### src/rtl/alu_pkg.sv
// Shared ALU package: operation encoding, datapath width and the
// command record buffered in front of the ALU.
package alu_pkg;

  localparam int ALU_WIDTH = 8;

  typedef enum logic [2:0] {
    OP_ADD  = 3'd0,
    OP_SUB  = 3'd1,
    OP_AND  = 3'd2,
    OP_OR   = 3'd3,
    OP_XOR  = 3'd4,
    OP_SLL  = 3'd5,
    OP_SRL  = 3'd6,
    OP_SLTU = 3'd7
  } operand_t;

  typedef struct packed {
    logic [ALU_WIDTH-1:0] a;
    logic [ALU_WIDTH-1:0] b;
    operand_t             op;
  } alu_cmd_t;

endpackage

### src/rtl/alu.sv
// Combinational WIDTH-bit ALU; carries out of the top bit are dropped.
module alu
  import alu_pkg::*;
#(
  parameter int WIDTH = ALU_WIDTH
) (
  input  logic [WIDTH-1:0] a_i,
  input  logic [WIDTH-1:0] b_i,
  input  operand_t         op_i,
  output logic [WIDTH-1:0] y_o
);

  localparam int SW = $clog2(WIDTH);

  logic [SW-1:0] sh;
  assign sh = b_i[SW-1:0];

  always_comb begin
    y_o = '0;
    unique case (op_i)
      OP_ADD:  y_o = a_i + b_i;
      OP_SUB:  y_o = a_i - b_i;
      OP_AND:  y_o = a_i & b_i;
      OP_OR:   y_o = a_i | b_i;
      OP_XOR:  y_o = a_i ^ b_i;
      OP_SLL:  y_o = a_i << sh;
      OP_SRL:  y_o = a_i >> sh;
      OP_SLTU: y_o = {{(WIDTH-1){1'b0}}, (a_i < b_i)};
    endcase
  end

endmodule

### src/rtl/sync_fifo.sv
// Single-clock FIFO; occupancy comes from an explicit counter, so
// full/empty never depend on comparing the wrapping pointers.
module sync_fifo #(
  parameter  int EW    = 8,
  parameter  int DEPTH = 4,
  localparam int PW    = $clog2(DEPTH),
  localparam int CW    = PW + 1
) (
  input  logic          clk_i,
  input  logic          rst_i,
  input  logic          flush_i,
  input  logic          push_i,
  input  logic          pop_i,
  input  logic [EW-1:0] wdata_i,
  output logic [EW-1:0] rdata_o,
  output logic [CW-1:0] count_o
);

  logic [EW-1:0] mem_q [DEPTH];
  logic [PW-1:0] wptr_q, wptr_d;
  logic [PW-1:0] rptr_q, rptr_d;
  logic [CW-1:0] cnt_q, cnt_d;

  always_ff @(posedge clk_i) begin
    if (push_i) mem_q[wptr_q] <= wdata_i;
  end

  always_comb begin
    wptr_d = wptr_q;
    rptr_d = rptr_q;
    cnt_d  = cnt_q;
    if (flush_i) begin
      wptr_d = '0;
      rptr_d = '0;
      cnt_d  = '0;
    end else begin
      if (push_i) wptr_d = wptr_q + PW'(1);
      if (pop_i)  rptr_d = rptr_q + PW'(1);
      if (push_i && !pop_i)      cnt_d = cnt_q + CW'(1);
      else if (pop_i && !push_i) cnt_d = cnt_q - CW'(1);
    end
  end

  always_ff @(posedge clk_i or posedge rst_i) begin
    if (rst_i) begin
      wptr_q <= '0;
      rptr_q <= '0;
      cnt_q  <= '0;
    end else begin
      wptr_q <= wptr_d;
      rptr_q <= rptr_d;
      cnt_q  <= cnt_d;
    end
  end

  assign rdata_o = mem_q[rptr_q];
  assign count_o = cnt_q;

endmodule

### src/rtl/alu_cmd_queue.sv
// Command FIFO in front of the ALU with a registered valid/ready
// result stage; back-pressure on both the command and result side.
module alu_cmd_queue
  import alu_pkg::*;
#(
  parameter  int DEPTH = 4,
  parameter  int WIDTH = ALU_WIDTH,
  localparam int CW    = $clog2(DEPTH) + 1
) (
  input  logic             clk_i,
  input  logic             reset_i,
  input  logic             flush_i,
  input  logic             cmd_valid_i,
  output logic             cmd_ready_o,
  input  logic [WIDTH-1:0] cmd_a_i,
  input  logic [WIDTH-1:0] cmd_b_i,
  input  operand_t         cmd_op_i,
  output logic             res_valid_o,
  input  logic             res_ready_i,
  output logic [WIDTH-1:0] res_o,
  output operand_t         res_op_o,
  output logic [CW-1:0]    count_o
);

  localparam int EW = $bits(alu_cmd_t);

  alu_cmd_t         wcmd, head;
  logic [EW-1:0]    head_raw;
  logic [CW-1:0]    count;
  logic             push, pop;
  logic [WIDTH-1:0] alu_y;

  logic             res_valid_q, res_valid_d;
  logic [WIDTH-1:0] res_q, res_d;
  operand_t         res_op_q, res_op_d;

  assign wcmd        = '{a: cmd_a_i, b: cmd_b_i, op: cmd_op_i};
  assign head        = alu_cmd_t'(head_raw);
  assign cmd_ready_o = (count != CW'(DEPTH)) && !flush_i;
  assign push        = cmd_valid_i && cmd_ready_o;
  // Issue only when the result slot is free or being drained this cycle
  assign pop = (count != '0) && (!res_valid_q || res_ready_i) && !flush_i;

  sync_fifo #(
    .EW    (EW),
    .DEPTH (DEPTH)
  ) u_fifo (
    .clk_i   (clk_i),
    .rst_i   (reset_i),
    .flush_i (flush_i),
    .push_i  (push),
    .pop_i   (pop),
    .wdata_i (wcmd),
    .rdata_o (head_raw),
    .count_o (count)
  );

  alu #(
    .WIDTH (WIDTH)
  ) u_alu (
    .a_i  (head.a),
    .b_i  (head.b),
    .op_i (head.op),
    .y_o  (alu_y)
  );

  always_comb begin
    res_valid_d = res_valid_q;
    res_d       = res_q;
    res_op_d    = res_op_q;
    if (flush_i) begin
      res_valid_d = 1'b0;
    end else if (pop) begin
      res_valid_d = 1'b1;
      res_d       = alu_y;
      res_op_d    = head.op;
    end else if (res_ready_i) begin
      res_valid_d = 1'b0;
    end
  end

  always_ff @(posedge clk_i or posedge reset_i) begin
    if (reset_i) begin
      res_valid_q <= 1'b0;
      res_q       <= '0;
      res_op_q    <= OP_ADD;
    end else begin
      res_valid_q <= res_valid_d;
      res_q       <= res_d;
      res_op_q    <= res_op_d;
    end
  end

  assign res_valid_o = res_valid_q;
  assign res_o       = res_q;
  assign res_op_o    = res_op_q;
  assign count_o     = count;

endmodule

### config.mk
export PLATFORM = sky130hd
export DESIGN_NAME = alu_cmd_queue
export DESIGN_NICKNAME = d
export VERILOG_FILES = /design/src/rtl/alu_pkg.sv /design/src/rtl/alu.sv /design/src/rtl/sync_fifo.sv /design/src/rtl/alu_cmd_queue.sv
export SDC_FILE = /design/constraint.sdc
export NUM_CORES = 1
export LEC_CHECK = 0
export ABC_AREA = 1
export CORE_AREA = 2 2 87 172
export CTS_CLUSTER_DIAMETER = 80
export DETAILED_ROUTE_END_ITERATION = 8
export DIE_AREA = 0 0 89 174
export DONT_BUFFER_PORTS = 1
export SLEW_MARGIN = 20
export SYNTH_ARGS = -nofsm -noshare
export SYNTH_HDL_FRONTEND = slang
export SYNTH_HIERARCHICAL = 1
export SYNTH_SLANG_ARGS = --single-unit
export TNS_END_PERCENT = 5
### constraint.sdc
create_clock -name clk_i -period 2.6 [get_ports clk_i]
set_clock_uncertainty 0.1 [all_clocks]
set_input_delay 0.26 -clock clk_i [delete_from_list [all_inputs] [get_ports clk_i]]
set_output_delay 0.26 -clock clk_i [all_outputs]
set_load 0.02 [all_outputs]
==> insert_results.sql <==
INSERT INTO impl_metrics (metric_group, metric, value, unit) VALUES
('clock_tree', 'clock_tree_from_tritoncts', 'built', ''),
('critical_path', 'worstPathRequired', '2.75', 'ns'),
('floorplanning', 'pin_count', '40', ''),
('pwr', 'peakVddDrop', '749', 'uV'),
('yosys', 'ys_async_sr_fraction', '20.0', '%'),
('sta', 'timing.final.crit_period', '2.56', 'ns'),
('drt', 'detail_route.vias_per_cell', '5.09', ''),
('global_route', 'grt_antenna_before_repair', '0', ''),
('clock_tree', 'ctsLongestPathBuffers', '2', ''),
('place', 'gp_congestion', '0.964', ''),
('drt', 'vias', '4723', ''),
('min_path', 'hold_depth', '3', ''),
('critical_path', 'path_type_of_the_worst_setup_path', 'reg -> reg', ''),
('pwr', 'power_per_cell_area', '1040', 'nW/um2'),
('critical_path', 'path_cells', 'buf_6 > buf_12 > buf_4 > nor2_1 > o22ai_2 > buf_4 > buf_4 > nand2_2 > nor2_4 > nand2_1 > o21ai_1 > nor2_1 > nand2_1 > nor2_1 > nand2_2 > nand2_1 > nand2_1 > nand3_1 > nand2_1', ''),
('global_route', 'grt_max_degree', '20', ''),
('cells_and_area', 'num-nets-final', '788', ''),
('sta', 'finalCritPeriodShare', '98.3', '%'),
('global_route', 'grt_pass1_vias', '4790', ''),
('yosys', 'synth.ff_latch_count', '95', ''),
('clock_tree', 'worstSkewPairLatency', '0.36', 'ns'),
('drt', 'drc_errors', '0', ''),
('yosys', 'synth_area_leaders', 'sky130_fd_sc_hd__edfxtp_1 41%, sky130_fd_sc_hd__dfrtp_1 8.6%, sky130_fd_sc_hd__nand2_1 8.6%, sky130_fd_sc_hd__ha_1 6.6%, sky130_fd_sc_hd__nand3_1 5.3%', ''),
('yosys', 'post_synth_xor_area_fraction', '0.476', '%'),
('sta', 'fmax', '391', 'MHz'),
('yosys', 'synth_seq_area_share', '49.9', '%'),
('place', 'post_dp_cell_area', '6320', 'um2'),
('cells_and_area', 'finalInstanceArea', '7390', 'um2'),
('yosys', 'synth_simple_gate_area_share', '22.7', '%'),
('min_path', 'worst_min_path_class', 'in -> reg', ''),
('drt', 'detailedRoute.firstIterationViolations', '207', ''),
('floorplanning', 'placement_rows', '62', ''),
('sta', 'grt_setup_unrepaired', 'yes', ''),
('critical_path', 'critPathArrivalTime', '2.70', 'ns'),
('yosys', 'ys_top_cells_by_count', '126 x sky130_fd_sc_hd__nand2_1, 76 x sky130_fd_sc_hd__edfxtp_1, 67 x sky130_fd_sc_hd__nor2_1, 65 x sky130_fd_sc_hd__inv_1, 59 x sky130_fd_sc_hd__nand3_1', ''),
('clock_tree', 'cts_root_buf', 'sky130_fd_sc_hd__clkbuf_16', ''),
('place', 'placed_cells_incl_taps', '881', ''),
('yosys', 'synthAdderAreaFrac', '7.66', '%'),
('cells_and_area', 'stdcell_count', '928', ''),
('yosys', 'synth_compound_area_share', '10.6', '%'),
('sta', 'finalMaxSlewViolations', '0', ''),
('sta', 'final-setup-viol-count', '0', ''),
('drt', 'routed_wirelength', '15.9', 'mm'),
('critical_path', 'worst_setup_path_start_kind', 'flip-flop', ''),
('floorplanning', 'initial_core_util', '38.7', '%'),
('floorplanning', 'floorplan.core_area', '14300', 'um2'),
('yosys', 'synth-edff-count', '76', ''),
('global_route', 'grt_pass1_wl', '24.1', 'mm'),
('critical_path', 'crit-reg2reg-launch', 'u_fifo/rptr_q[0]$_DFFE_PP0P_', ''),
('sta', 'relSlewSlack', '69.3', '%'),
('yosys', 'mappedNetlistArea', '5520', 'um2'),
('cells_and_area', 'layout_area_overhead', '33.8', '%'),
('critical_path', 'max_stage_delay', '0.45', 'ns'),
('min_path', 'worstHoldStart', 'res_ready_i', ''),
('critical_path', 'rr_endpoint', 'res_o[6]$_DFFE_PP0P_', ''),
('critical_path', 'cp_slowest_cell', 'sky130_fd_sc_hd__dfrtp_2', ''),
('cells_and_area', 'n_antenna_cell', '0', ''),
('critical_path', 'r2r_setup_slack', '0.04', 'ns'),
('cells_and_area', 'final_layout_size_suffix_gt1_share', '30.0', '%'),
('yosys', 'synth.lib_cells_used.distinct', '39', ''),
('floorplanning', 'die_h', '174', 'um'),
('pwr', 'power_leakage', '3.19', 'nW'),
('floorplanning', 'die-width', '89', 'um'),
('yosys', 'yosys.area.top_type', 'sky130_fd_sc_hd__edfxtp_1', ''),
('floorplanning', 'fp.dieArea', '15500', 'um2'),
('outcome', 'run_status', 'finished, final reports clean', ''),
('clock_tree', 'h-tree-depth', '3', ''),
('yosys', 'synth_most_common_cell', 'sky130_fd_sc_hd__nand2_1', ''),
('place', 'place_hpwl', '12.0', 'mm'),
('drt', 'antenna_left', '0', ''),
('sta', 'finalHoldWorstSlack', '0.0481', 'ns');
==> logic make-up (layout without fill, tap and decap cells) <==
| group | count (synthesis) | count (layout) |
|---|---|---|
| DFF | 95 | 95 |
| and+or+nand+nor | 282 | 282 |
| AOI/OAI and AO/OA | 103 | 103 |
| adders and majority gates | 32 | 32 |
| buffers and inverters | 105 | 221 |
| xor gates and xnor gates | 3 | 3 |
==> cell usage in the layout, fill, tap and decap left out, types with 3 or more instances in the layout <==
cell type	count
sky130_fd_sc_hd__ha_1	20
sky130_fd_sc_hd__dfrtp_1	18
sky130_fd_sc_hd__nand3_1	56
sky130_fd_sc_hd__buf_4	90
sky130_fd_sc_hd__buf_12	3
sky130_fd_sc_hd__o22ai_2	13
sky130_fd_sc_hd__nand2_2	9
sky130_fd_sc_hd__nor2_1	58
sky130_fd_sc_hd__a21oi_1	6
sky130_fd_sc_hd__nor2_4	8
sky130_fd_sc_hd__clkbuf_16	12
sky130_fd_sc_hd__nand3_2	6
sky130_fd_sc_hd__o21ai_1	22
sky130_fd_sc_hd__nor2_2	5
sky130_fd_sc_hd__edfxtp_1	76
sky130_fd_sc_hd__nand4_1	10
sky130_fd_sc_hd__nor3_2	3
sky130_fd_sc_hd__o21ai_2	6
sky130_fd_sc_hd__o22ai_1	8
sky130_fd_sc_hd__nand2_1	119
sky130_fd_sc_hd__ha_4	8
sky130_fd_sc_hd__o21ai_0	27
sky130_fd_sc_hd__inv_2	25
sky130_fd_sc_hd__buf_6	7
sky130_fd_sc_hd__a21oi_2	5
sky130_fd_sc_hd__dlygate4sd3_1	21
sky130_fd_sc_hd__xor2_1	3
sky130_fd_sc_hd__inv_1	54
==> flip-flops by register name, summed over array words and instances (netlist names) <==
signal / cells
u_fifo/count_o: 3
res_op_o: 3
u_fifo/rptr_q: 2
res_valid_o: 1
res_o: 8
u_fifo/wptr_q: 2
u_fifo/mem_q: 76
==> critical path, delay by kind of cell (launching register included) <==
family | cells | cell delay, ns
buffers and inverters | 5 | 0.76
DFF | 1 | 0.45
AOI/OAI and AO/OA | 2 | 0.15
and+or+nand+nor | 12 | 1.00
==> what timing repair did <==
| action | in CTS | in global routing |
|---|---|---|
| hold buffers | 21 | 0 |
| setup buffers | 0 | 7 |
| hold endpoints to repair | 97 | 0 |
| setup endpoints to repair | 8 | 8 |
| gates resized for setup | 18 | 103 |
| cloned | 0 | 4 |
| pin swaps | 5 | 36 |
==> layer usage <==
metal	global-route usage [%]	up-vias	share of wire [%]
met4	12.7	0	5.1
met1	20.6	2252	34
met3	2.66	41	2.2
met2	39.3	115	59
li1	-	2315	-
met5	0	-	0
==> worst max-delay path by stage <==
| stage | to | slack [ns] | start | depth (start not counted) |
|---|---|---|---|---|
| after floorplan | res_o[5]$_DFFE_PP0P_ | 0.02 | u_fifo/rptr_q[0]$_DFFE_PP0P_ | 17 |
| after global placement | res_o[6]$_DFFE_PP0P_ | -0.11 | u_fifo/rptr_q[0]$_DFFE_PP0P_ | 16 |
| after detailed placement | res_o[6]$_DFFE_PP0P_ | -0.14 | u_fifo/rptr_q[0]$_DFFE_PP0P_ | 16 |
| after CTS | res_o[6]$_DFFE_PP0P_ | -0.01 | u_fifo/rptr_q[0]$_DFFE_PP0P_ | 14 |
| after global routing | res_o[6]$_DFFE_PP0P_ | -0.07 | u_fifo/rptr_q[0]$_DFFE_PP0P_ | 19 |
| final | res_o[6]$_DFFE_PP0P_ | 0.04 | u_fifo/rptr_q[0]$_DFFE_PP0P_ | 19 |
==> where the power goes <==
group / internal [mW] / switching (mW) / total [mW]
registers: 1.80 / 0.215 / 2.02
clock network: 0.742 / 0.558 / 1.30
logic: 1.88 / 2.50 / 4.38
==> per-stage QoR <==
| step | TNS (ns) | utilization [%] | power, mW | worst slack [ns] |
|---|---|---|---|---|
| after floorplan | 0 | - | 4.24 | 0.0151 |
| after global placement | -0.368 | 44.3 | 5.66 | -0.114 |
| after detailed placement | -0.700 | 44.3 | 5.70 | -0.139 |
| after CTS | -0.0285 | 48.4 | 7.17 | -0.0124 |
| after global routing | -0.303 | 51.8 | 8.23 | -0.0721 |
| final | 0 | 51.8 | 7.70 | 0.0436 |
==> area by class of cell <==
type                    instances  area [um2]
inverters                      82         313
clock buffers                  10         229
repair buffers                124        1100
flip-flops and latches         95        2760
multi-input cells             420        2690
clock inverters                 5        58.8
fillers                      1376        6880
well taps                     192         240
Note: power is estimated with default switching activity, not from simulation.
